$ cat config.mk
export PLATFORM = sky130hd
export DESIGN_NAME = string_handle_allocator_flat
export DESIGN_NICKNAME = d
export VERILOG_FILES = /design/src/rtl/string_handle_allocator_if.sv /design/src/rtl/string_handle_allocator.sv /design/src/flat_wrapper.sv
export SDC_FILE = /design/constraint.sdc
export NUM_CORES = 1
export LEC_CHECK = 0
export ABC_AREA = 1
export CAP_MARGIN = 20
export CELL_PAD_IN_SITES_DETAIL_PLACEMENT = 1
export CELL_PAD_IN_SITES_GLOBAL_PLACEMENT = 1
export CORE_AREA = 2 2 379 381
export DETAILED_ROUTE_END_ITERATION = 8
export DIE_AREA = 0 0 381 383
export PLACE_DENSITY_LB_ADDON = 0.3
export REMOVE_ABC_BUFFERS = 1
export SYNTH_ARGS = -nofsm -noshare
export SYNTH_HDL_FRONTEND = slang
export SYNTH_SLANG_ARGS = --single-unit
$ cat constraint.sdc
create_clock -name clk -period 5.51 [get_ports clk]
set_input_delay 1.102 -clock clk [delete_from_list [all_inputs] [get_ports clk]]
set_output_delay 1.102 -clock clk [all_outputs]
set_load 0.02 [all_outputs]
$ cat src/rtl/string_handle_allocator_if.sv
// Handshake bundle between string-producing logic and the handle allocator.
interface string_handle_allocator_if #(
    parameter int HANDLE_WIDTH = 6,
    parameter int REF_WIDTH    = 8
);
    logic                    alloc_req;
    logic                    alloc_ready;
    logic [HANDLE_WIDTH-1:0] alloc_handle;
    logic                    adj_valid;
    logic [HANDLE_WIDTH-1:0] adj_handle;
    logic [REF_WIDTH:0]      adj_amount;
    logic                    free_valid;
    logic [HANDLE_WIDTH-1:0] free_handle;
    logic [HANDLE_WIDTH-1:0] num_live;
    logic                    error;

    modport master (
        output alloc_req, adj_valid, adj_handle, adj_amount,
        input  alloc_ready, alloc_handle, free_valid, free_handle, num_live, error
    );

    modport slave (
        input  alloc_req, adj_valid, adj_handle, adj_amount,
        output alloc_ready, alloc_handle, free_valid, free_handle, num_live, error
    );
endinterface

$ cat src/rtl/string_handle_allocator.sv
// Issues nonzero string handles from a free-list FIFO, tracks per-handle
// reference counts and recycles a handle one cycle after its count hits zero.
module string_handle_allocator #(
    parameter int HANDLE_WIDTH = 6,
    parameter int REF_WIDTH    = 8
) (
    input logic                       clk,
    input logic                       rst,
    string_handle_allocator_if.slave  bus
);
    localparam int                    DEPTH   = 1 << HANDLE_WIDTH;
    localparam logic [HANDLE_WIDTH-1:0] LAST_H  = '1;
    localparam logic [REF_WIDTH-1:0]    REF_MAX = '1;
    localparam logic [HANDLE_WIDTH:0]   FULL    = (HANDLE_WIDTH+1)'(DEPTH);

    typedef enum logic {ST_INIT, ST_RUN} state_t;

    state_t                  state_q, state_d;
    logic [HANDLE_WIDTH-1:0] init_cnt_q, init_cnt_d;

    logic [HANDLE_WIDTH-1:0] fifo_mem [DEPTH];
    logic [HANDLE_WIDTH-1:0] rd_ptr_q, wr_ptr_q;
    logic [HANDLE_WIDTH:0]   occ_q;

    logic [REF_WIDTH-1:0]    ref_mem [DEPTH];
    logic [DEPTH-1:0]        live_q;

    logic                    pend_valid_q;
    logic [HANDLE_WIDTH-1:0] pend_handle_q;
    logic [HANDLE_WIDTH-1:0] num_live_q;
    logic                    error_q;

    logic                    push, pop, fifo_full;
    logic [HANDLE_WIDTH-1:0] push_data, head;
    logic                    adj_hit, adj_apply, adj_zero, underflow, overflow, err_set;
    logic signed [REF_WIDTH+1:0] cur_ext, amt_ext, sum;
    logic [REF_WIDTH-1:0]    adj_result;

    // State register and init counter
    always_ff @(posedge clk or posedge rst) begin
        if (rst) begin
            state_q    <= ST_INIT;
            init_cnt_q <= HANDLE_WIDTH'(1);
        end else begin
            state_q    <= state_d;
            init_cnt_q <= init_cnt_d;
        end
    end

    // Next state and FIFO push source: init sweep, then pending releases
    always_comb begin
        state_d    = state_q;
        init_cnt_d = init_cnt_q;
        push       = 1'b0;
        push_data  = '0;
        if (state_q == ST_INIT) begin
            push       = 1'b1;
            push_data  = init_cnt_q;
            init_cnt_d = init_cnt_q + HANDLE_WIDTH'(1);
            if (init_cnt_q == LAST_H) state_d = ST_RUN;
        end else if (pend_valid_q) begin
            push      = 1'b1;
            push_data = pend_handle_q;
        end
    end

    // Grant path and reference-count adjustment arithmetic
    always_comb begin
        head       = fifo_mem[rd_ptr_q];
        fifo_full  = (occ_q == FULL);
        pop        = bus.alloc_req && bus.alloc_ready;
        adj_hit    = (state_q == ST_RUN) && bus.adj_valid && (bus.adj_handle != '0);
        adj_apply  = adj_hit && live_q[bus.adj_handle];
        cur_ext    = $signed({2'b00, ref_mem[bus.adj_handle]});
        amt_ext    = $signed({bus.adj_amount[REF_WIDTH], bus.adj_amount});
        sum        = cur_ext + amt_ext;
        underflow  = sum[REF_WIDTH+1];
        overflow   = !sum[REF_WIDTH+1] && sum[REF_WIDTH];
        adj_result = underflow ? '0 : (overflow ? REF_MAX : sum[REF_WIDTH-1:0]);
        adj_zero   = adj_apply && (adj_result == '0);
        err_set    = (adj_hit && !live_q[bus.adj_handle])
                   || (adj_apply && (underflow || overflow))
                   || (push && fifo_full);
    end

    // FIFO pointers, live bits, pending release, live count and sticky error
    always_ff @(posedge clk or posedge rst) begin
        if (rst) begin
            rd_ptr_q      <= '0;
            wr_ptr_q      <= '0;
            occ_q         <= '0;
            live_q        <= '0;
            pend_valid_q  <= 1'b0;
            pend_handle_q <= '0;
            num_live_q    <= '0;
            error_q       <= 1'b0;
        end else begin
            if (push && !fifo_full) wr_ptr_q <= wr_ptr_q + HANDLE_WIDTH'(1);
            if (pop) rd_ptr_q <= rd_ptr_q + HANDLE_WIDTH'(1);
            if (push && !fifo_full && !pop) occ_q <= occ_q + (HANDLE_WIDTH+1)'(1);
            else if (pop && !(push && !fifo_full)) occ_q <= occ_q - (HANDLE_WIDTH+1)'(1);
            if (pop) live_q[head] <= 1'b1;
            if (adj_zero) live_q[bus.adj_handle] <= 1'b0;
            pend_valid_q  <= adj_zero;
            pend_handle_q <= adj_zero ? bus.adj_handle : '0;
            if (pop && !adj_zero) num_live_q <= num_live_q + HANDLE_WIDTH'(1);
            else if (adj_zero && !pop) num_live_q <= num_live_q - HANDLE_WIDTH'(1);
            if (err_set) error_q <= 1'b1;
        end
    end

    // Unreset storage: free-list entries and reference counts, gated by live bits
    always_ff @(posedge clk) begin
        if (push && !fifo_full) fifo_mem[wr_ptr_q] <= push_data;
        if (pop) ref_mem[head] <= REF_WIDTH'(1);
        if (adj_apply) ref_mem[bus.adj_handle] <= adj_result;
    end

    assign bus.alloc_ready  = (state_q == ST_RUN) && (occ_q != '0);
    assign bus.alloc_handle = bus.alloc_ready ? head : '0;
    assign bus.free_valid   = pend_valid_q;
    assign bus.free_handle  = pend_handle_q;
    assign bus.num_live     = num_live_q;
    assign bus.error        = error_q;
endmodule

$ cat src/flat_wrapper.sv
// flat-port wrapper written by rule: the top's interface ports become plain ports
module string_handle_allocator_flat 
#(
    parameter int HANDLE_WIDTH = 6,
    parameter int REF_WIDTH    = 8
)
  (clk, rst, bus_alloc_req, bus_adj_valid, bus_adj_handle, bus_adj_amount, bus_alloc_ready, bus_alloc_handle, bus_free_valid, bus_free_handle, bus_num_live, bus_error);
  string_handle_allocator_if #(.HANDLE_WIDTH(HANDLE_WIDTH), .REF_WIDTH(REF_WIDTH)) bus_i ();
  input logic clk;
  input logic rst;
  input wire logic [$bits(bus_i.alloc_req)-1:0] bus_alloc_req;
  input wire logic [$bits(bus_i.adj_valid)-1:0] bus_adj_valid;
  input wire logic [$bits(bus_i.adj_handle)-1:0] bus_adj_handle;
  input wire logic [$bits(bus_i.adj_amount)-1:0] bus_adj_amount;
  output wire logic [$bits(bus_i.alloc_ready)-1:0] bus_alloc_ready;
  output wire logic [$bits(bus_i.alloc_handle)-1:0] bus_alloc_handle;
  output wire logic [$bits(bus_i.free_valid)-1:0] bus_free_valid;
  output wire logic [$bits(bus_i.free_handle)-1:0] bus_free_handle;
  output wire logic [$bits(bus_i.num_live)-1:0] bus_num_live;
  output wire logic [$bits(bus_i.error)-1:0] bus_error;
  assign bus_i.alloc_req = bus_alloc_req;
  assign bus_i.adj_valid = bus_adj_valid;
  assign bus_i.adj_handle = bus_adj_handle;
  assign bus_i.adj_amount = bus_adj_amount;
  assign bus_alloc_ready = bus_i.alloc_ready;
  assign bus_alloc_handle = bus_i.alloc_handle;
  assign bus_free_valid = bus_i.free_valid;
  assign bus_free_handle = bus_i.free_handle;
  assign bus_num_live = bus_i.num_live;
  assign bus_error = bus_i.error;
  string_handle_allocator #(.HANDLE_WIDTH(HANDLE_WIDTH), .REF_WIDTH(REF_WIDTH)) u_core (.clk(clk), .rst(rst), .bus(bus_i));
endmodule
==> flow_metrics.tcl, run 1 <==
set metrics [dict create \
    routed_wl_um 155000 \
    core_um2 142000 \
    synth_top_family_by_area "simple AND/OR/NAND/NOR gates" \
    power_leakage_nw 19.1 \
    yosysMostFrequentCell "nand2_1" \
    syn_inst 4195 \
    clock_sinks 1000 \
    cp_max_fo 8 \
    end_kind "flip-flop" \
    ctsHtreeMaxLevel 3 \
    drive_gt1_share_pct 13.8 \
    via_per_inst 5.13 \
    finalPower_mw 17.0 \
    min_period_ns 5.34 \
    grt_pass1_vias 33800 \
    synthAdderAreaFrac_pct 0.768 \
    synth.top_cell.area_share_pct 61.6 \
    ys_ff_latch 1000 \
    finalSetupTns_ns 0 \
    drt-met1-wl_um 68100 \
    rsz0062_at_grt "true" \
    cp-start-kind "input port" \
    setup_viol 0 \
    clockRootBuffer "clkbuf_16" \
    seq_area_frac_synth_pct 67.6 \
    clock_skew_ns 0.0684 \
    hp-class "reg2reg" \
    netlist_top_cells_count "1161 x nand2_1, 896 x edfxtp_1, 693 x nor2_1, 408 x nand3_1, 163 x inv_1" \
    muxShareOfSynthArea_pct 0 \
    die_w_um 381 \
    synth_top_area_cell "edfxtp_1" \
    clockBufferDepth 3 \
    antenna_left 0 \
    synth_xor_area_share_pct 0.401 \
    first_iter_violations 3039 \
    dieArea_um2 146000 \
    start_util_pct 30.7 \
    powerDensity_nw_per_um2 323 \
    cpMostUsedCell "nand2_1" \
    drc_errors 0 \
    drv_slew 0 \
    routed-via-count 33000 \
    syn2layout_area_growth_pct 20.3 \
    grt_max_degree 98 \
    n_fill_cell 15800 \
    vdd_drop_max_mv 0.255 \
    worst_slew_pin_slew_ns 1.16 \
    wl_met2_um 73400 \
    fin_util_pct 36.9 \
    nets 4474 \
    synth_area_per_cell_um2 10.4 \
    whs_ns 0.465 \
    status "finished, final reports clean" \
    numCtsBuffers 112 \
    crit_type "in2reg" \
    slew_headroom_pct 22.8 \
    gp_congestion 0.889 \
    synth_cell_types 44 \
    die_h_um 383 \
    r2r_setup_slack_ns 0.84 \
    cts_tree "yes" \
    synth-edff-count 896 \
    post-route-period-util_pct 96.9 \
    dpl.hpwl_um 102000 \
    max_freq_mhz 187 \
    rows 139 \
    netlist_area_um2 43700 \
    max_stage_delay_ns 0.56 \
    grt_usage_pct 20.9 \
    cts.clk_slew.worst_paths_ns 0.06 \
    clk_latency_ns 0.77 \
    maxCapViolCount 0 \
    synth_compound_area_share_pct 4.41 \
    ys.flop_type "edfxtp_1" \
    grt_pass1_wl_um 228000 \
    antenna_found_initial 3 \
    critPathRequiredTime_ns 6.15 \
    antennaDiodeCount 0 \
    io_buffers 39 \
    avgRoutedWirePerCell_um 24.2 \
    netlist_top_cells_area "edfxtp_1 62%, nand2_1 10%, nor2_1 6.0%" \
    met3_length_um 8900 \
    cp.arrival_ns 5.98 \
    drt_first_pass_iters 5 \
    yosys_warnings 0 \
    highest_layer "met5" \
    crit_slowest_cell "clkdlybuf4s50_1" \
    async_flop_share_pct 10.4 \
    yosys.area_share.simple_pct 23.0 \
    grt-ovfl-total 0 \
    boundaryPins 40 \
    hold_viol 0 \
]
[layout make-up]
type | count | area, um^2 | share of cell area [%]
Clock buffer | 161 | 3130 | 5.95
Inverter | 183 | 713 | 1.36
Clock inverter | 53 | 524 | 0.997
Multi-Input combinational cell | 2783 | 13100 | 25.0
Timing Repair Buffer | 350 | 3170 | 6.04
Tap cell | 1903 | 2380 | 4.53
Sequential cell | 1000 | 29500 | 56.2
[routing by layer]
layer | track usage (%) | vias to the layer above
met4 | 6.57 | 2
met5 | 0 | -
met2 | 34.3 | 956
met3 | 3.36 | 247
met1 | 28.4 | 16900
li1 | - | 14900
[worst max-delay path, delay by kind of cell]
family                   cells  cell delay (ns)
AND/OR/NAND/NOR             18             2.01
buffers and inverters        7             1.49
adder cells (fa/ha/maj)      3             0.73
AO/OA/AOI/OAI                3             0.49
XOR/XNOR                     1             0.13
[final timing paths]
kind                                       from                endpoint  cells after the start
max                           bus_adj_handle[5]  u_core.bus.num_live[5]                     32
min                            u_core.live_q[0]        u_core.live_q[0]                      2
max reg2reg                u_core.ref_mem[0][6]  u_core.bus.num_live[5]                     31
min reg2reg                    u_core.live_q[0]        u_core.live_q[0]                      2
max in group asynchronous                   rst       u_core.live_q[39]                      3
min in group asynchronous                   rst  u_core.bus.num_live[1]                      2
[stage by stage]
stage	cell area, um^2	setup WS [ns]	instances
after floorplan	42700	-3.02	3965
after global placement	48100	-1.60	6196
after detailed placement	48100	-1.64	6197
after CTS	51900	-0.0869	6420
after global routing	52600	-0.0474	6433
final	52600	0.169	6433
[power by group]
| part | internal (mW) | leakage [nW] | switching [mW] |
|---|---|---|---|
| combinational | 0.327 | 9.07 | 1.06 |
| sequential | 8.15 | 8.28 | 0 |
| clock | 4.17 | 1.76 | 3.28 |
| total | 12.6 | 19.1 | 4.34 |
[what timing repair did]
action | CTS | global route
gates resized for setup | 28 | 122
setup buffers | 9 | 6
hold buffers | 0 | 0
pin swaps | 5 | 55
endpoints found under the setup margin | 335 | 7
gates cloned | 0 | 4
[placed cells by master, fill, tap and decap left out, types with 32 or more instances in the layout]
cell type / n
nand2_1: 1131
edfxtp_1: 896
nor2_1: 686
nand3_1: 398
buf_4: 266
inv_1: 154
nand4_1: 120
clkbuf_16: 115
dfrtp_1: 100
a21oi_1: 70
a22oi_1: 69
o21ai_0: 57
clkbuf_1: 35
clkdlybuf4s50_1: 32
[kinds of logic (layout without fill, tap and decap cells)]
family / Yosys count / after routing
XOR/XNOR: 20 / 20
adder cells (fa/ha/maj): 25 / 25
flip-flops: 1000 / 1000
AND/OR/NAND/NOR: 2432 / 2433
other: 2 / 8
AO/OA/AOI/OAI: 297 / 297
buffers and inverters: 419 / 747
[flip-flops by register name (all words and copies together), names as in the netlist]
| signal | count |
|---|---|
| u_core.wr_ptr_q | 6 |
| u_core.fifo_mem | 384 |
| u_core.live_q | 64 |
| u_core.init_cnt_q | 6 |
| u_core.occ_q | 7 |
| u_core.state_q | 1 |
| u_core.bus.free_valid | 1 |
| u_core.bus.free_handle | 6 |
| u_core.bus.num_live | 6 |
| u_core.rd_ptr_q | 6 |
| u_core.bus.error | 1 |
| u_core.ref_mem | 512 |
No activity file was read; power rests on OpenSTA's default activity.
==> run 2, diff against run 1 <==
Settings changed: REMOVE_ABC_BUFFERS 1 to unset, SLEW_MARGIN set to 20.
==> run 2 against run 1 <==
The flow now finishes with violations (setup timing). Global-route usage hardly changed. Sequential cell count stayed put. Core utilization is 0.53 points higher. Largest power group unchanged.
==> flow_metrics.tcl, run 2 (same netlist as run 1, synthesis figures left out) <==
set metrics [dict create \
    r2r_start "u_core.ref_mem[43][6]" \
    layout.cell_area.non_filler_um2 53300 \
    drive_gt1_share_pct 15.4 \
    post-route-period-util_pct 102 \
    drv_slew 0 \
    routed-via-count 33600 \
    reg2reg_depth 31 \
    max_freq_mhz 178 \
    placed_area_um2 48600 \
    start_util_pct 30.7 \
    violations "setup timing" \
    numCtsBuffers 108 \
    reg.largest.list "u_core.ref_mem (512), u_core.fifo_mem (384), u_core.live_q (64)" \
    clock_skew_ns 0.0470 \
    antenna_left 0 \
    end_kind "flip-flop" \
    die_h_um 383 \
    dpl.hpwl_um 102000 \
    cp-start-kind "input port" \
    cpMostUsedCell "nand2_2" \
    vdd_drop_max_mv 0.278 \
    dieArea_um2 146000 \
    setup_ws_ns -0.0971 \
    setup_viol 1 \
    ctsHtreeMaxLevel 3 \
    slew_headroom_pct 22.5 \
    grt_usage_pct 20.9 \
    r2r_setup_slack_ns 0.66 \
    antennaDiodeCount 0 \
    crit_slowest_cell "or2_2" \
    cp.arrival_ns 6.23 \
    min_path_cells 2 \
    avgRoutedWirePerCell_um 24.1 \
    drc_errors 0 \
    min_to "u_core.live_q[0]" \
    drt_first_pass_iters 5 \
    via_per_inst 5.19 \
    grt-ovfl-total 0 \
    clockRootBuffer "clkbuf_16" \
    whs_ns 0.464 \
    worst_slew_pin_slew_ns 1.16 \
    io_buffers 39 \
    power_leakage_nw 19.4 \
    boundaryPins 40 \
    syn2layout_area_growth_pct 22.1 \
    critPathRequiredTime_ns 6.13 \
    cts.clk_slew.worst_paths_ns 0.06 \
    min_from "u_core.live_q[0]" \
    crit_type "in2reg" \
    final_cell_mix "1110 x nand2_1, 896 x edfxtp_1, 686 x nor2_1" \
    largest_reg_flops 512 \
    grt_pass1_vias 33900 \
    routed_wl_um 156000 \
    first_iter_violations 3179 \
    rsz0062_at_grt "true" \
    rr_endpoint "u_core.bus.num_live[5]" \
    gp_congestion 0.880 \
    hp-class "reg2reg" \
    cts_tree "yes" \
    status "finished with violations" \
    core_um2 142000 \
    min_period_ns 5.61 \
    die_w_um 381 \
    mostFrequentLayoutCell "nand2_1" \
    maxCapViolCount 0 \
    clockBufferDepth 3 \
    clock_sinks 1000 \
    rows 139 \
    grt_pass1_wl_um 227000 \
    top_register "u_core.ref_mem" \
    clk_latency_ns 0.74 \
    max_stage_delay_ns 0.37 \
    powerDensity_nw_per_um2 322 \
    cp_max_fo 6 \
    grt_max_degree 121 \
    hold_viol 0 \
    antenna_found_initial 4 \
    nets 4528 \
    n_fill_cell 15800 \
]
run 2: power breakdown:
part	internal, mW	total [mW]	switching [mW]	leakage [nW]
Clock	4.24	7.40	3.16	1.71
Sequential	8.15	8.15	0	8.28
Combinational	0.413	1.60	1.19	9.43
Total	12.8	17.1	4.35	19.4
run 2: timing repair:
action | 4_1_cts | 5_1_grt
pin swaps | 27 | 70
hold buffers | 0 | 0
setup buffers | 11 | 34
resized for setup | 52 | 120
endpoints found under the setup margin | 436 | 119
cloned | 1 | 4
run 2: how the worst max path moves through the flow:
stage / slack (ns) / end / from / cells past startpoint
after global placement: -1.60 / u_core.bus.num_live[5] / bus_adj_handle[2] / 40
after CTS: -0.17 / u_core.bus.num_live[5] / bus_adj_handle[2] / 40
final: -0.1 / u_core.bus.num_live[5] / bus_adj_handle[2] / 37
after floorplan: 0.01 / u_core.bus.num_live[5] / bus_adj_handle[0] / 36
after global routing: -0.23 / u_core.bus.num_live[5] / bus_adj_handle[2] / 40
after detailed placement: -1.58 / u_core.bus.num_live[5] / bus_adj_handle[2] / 39
run 2: critical path: cells and delay by family:
| family | cells | cell delay (ns) |
|---|---|---|
| compound gates | 5 | 0.76 |
| xor+xnor | 1 | 0.13 |
| buf+inv | 10 | 1.19 |
| simple gates | 18 | 2.36 |
| fa+ha+maj | 3 | 0.64 |
run 2: routing by layer:
layer	global-route usage [%]	part of all wire, %
met1	30.3	45
met3	2.99	6.7
met2	32.7	46
met4	5.37	2.1
met5	0	0.0083
run 2: layout make-up:
| type | count | area (um^2) | area share, % |
|---|---|---|---|
| clock buffers | 141 | 2870 | 5.38 |
| flip-flops and latches | 1000 | 29500 | 55.4 |
| clock inverters | 63 | 664 | 1.25 |
| inverters | 183 | 746 | 1.40 |
| well taps | 1903 | 2380 | 4.47 |
| multi-input cells | 2782 | 13300 | 25.0 |
| repair buffers | 409 | 3830 | 7.19 |
run 2: through the flow:
stage | total power [mW] | setup TNS, ns | utilization, % | setup slack (ns) | cells
final | 17.1 | -0.0971 | 37.5 | -0.0971 | 6481
after global routing | 17.6 | -0.290 | 37.5 | -0.229 | 6481
after CTS | 17.1 | -0.166 | 36.9 | -0.166 | 6443
after detailed placement | 9.72 | -445.36 | 34.2 | -1.58 | 6227
after global placement | 9.71 | -423.34 | 34.2 | -1.60 | 6227
after floorplan | 8.97 | 0 | - | 0.0102 | 4201
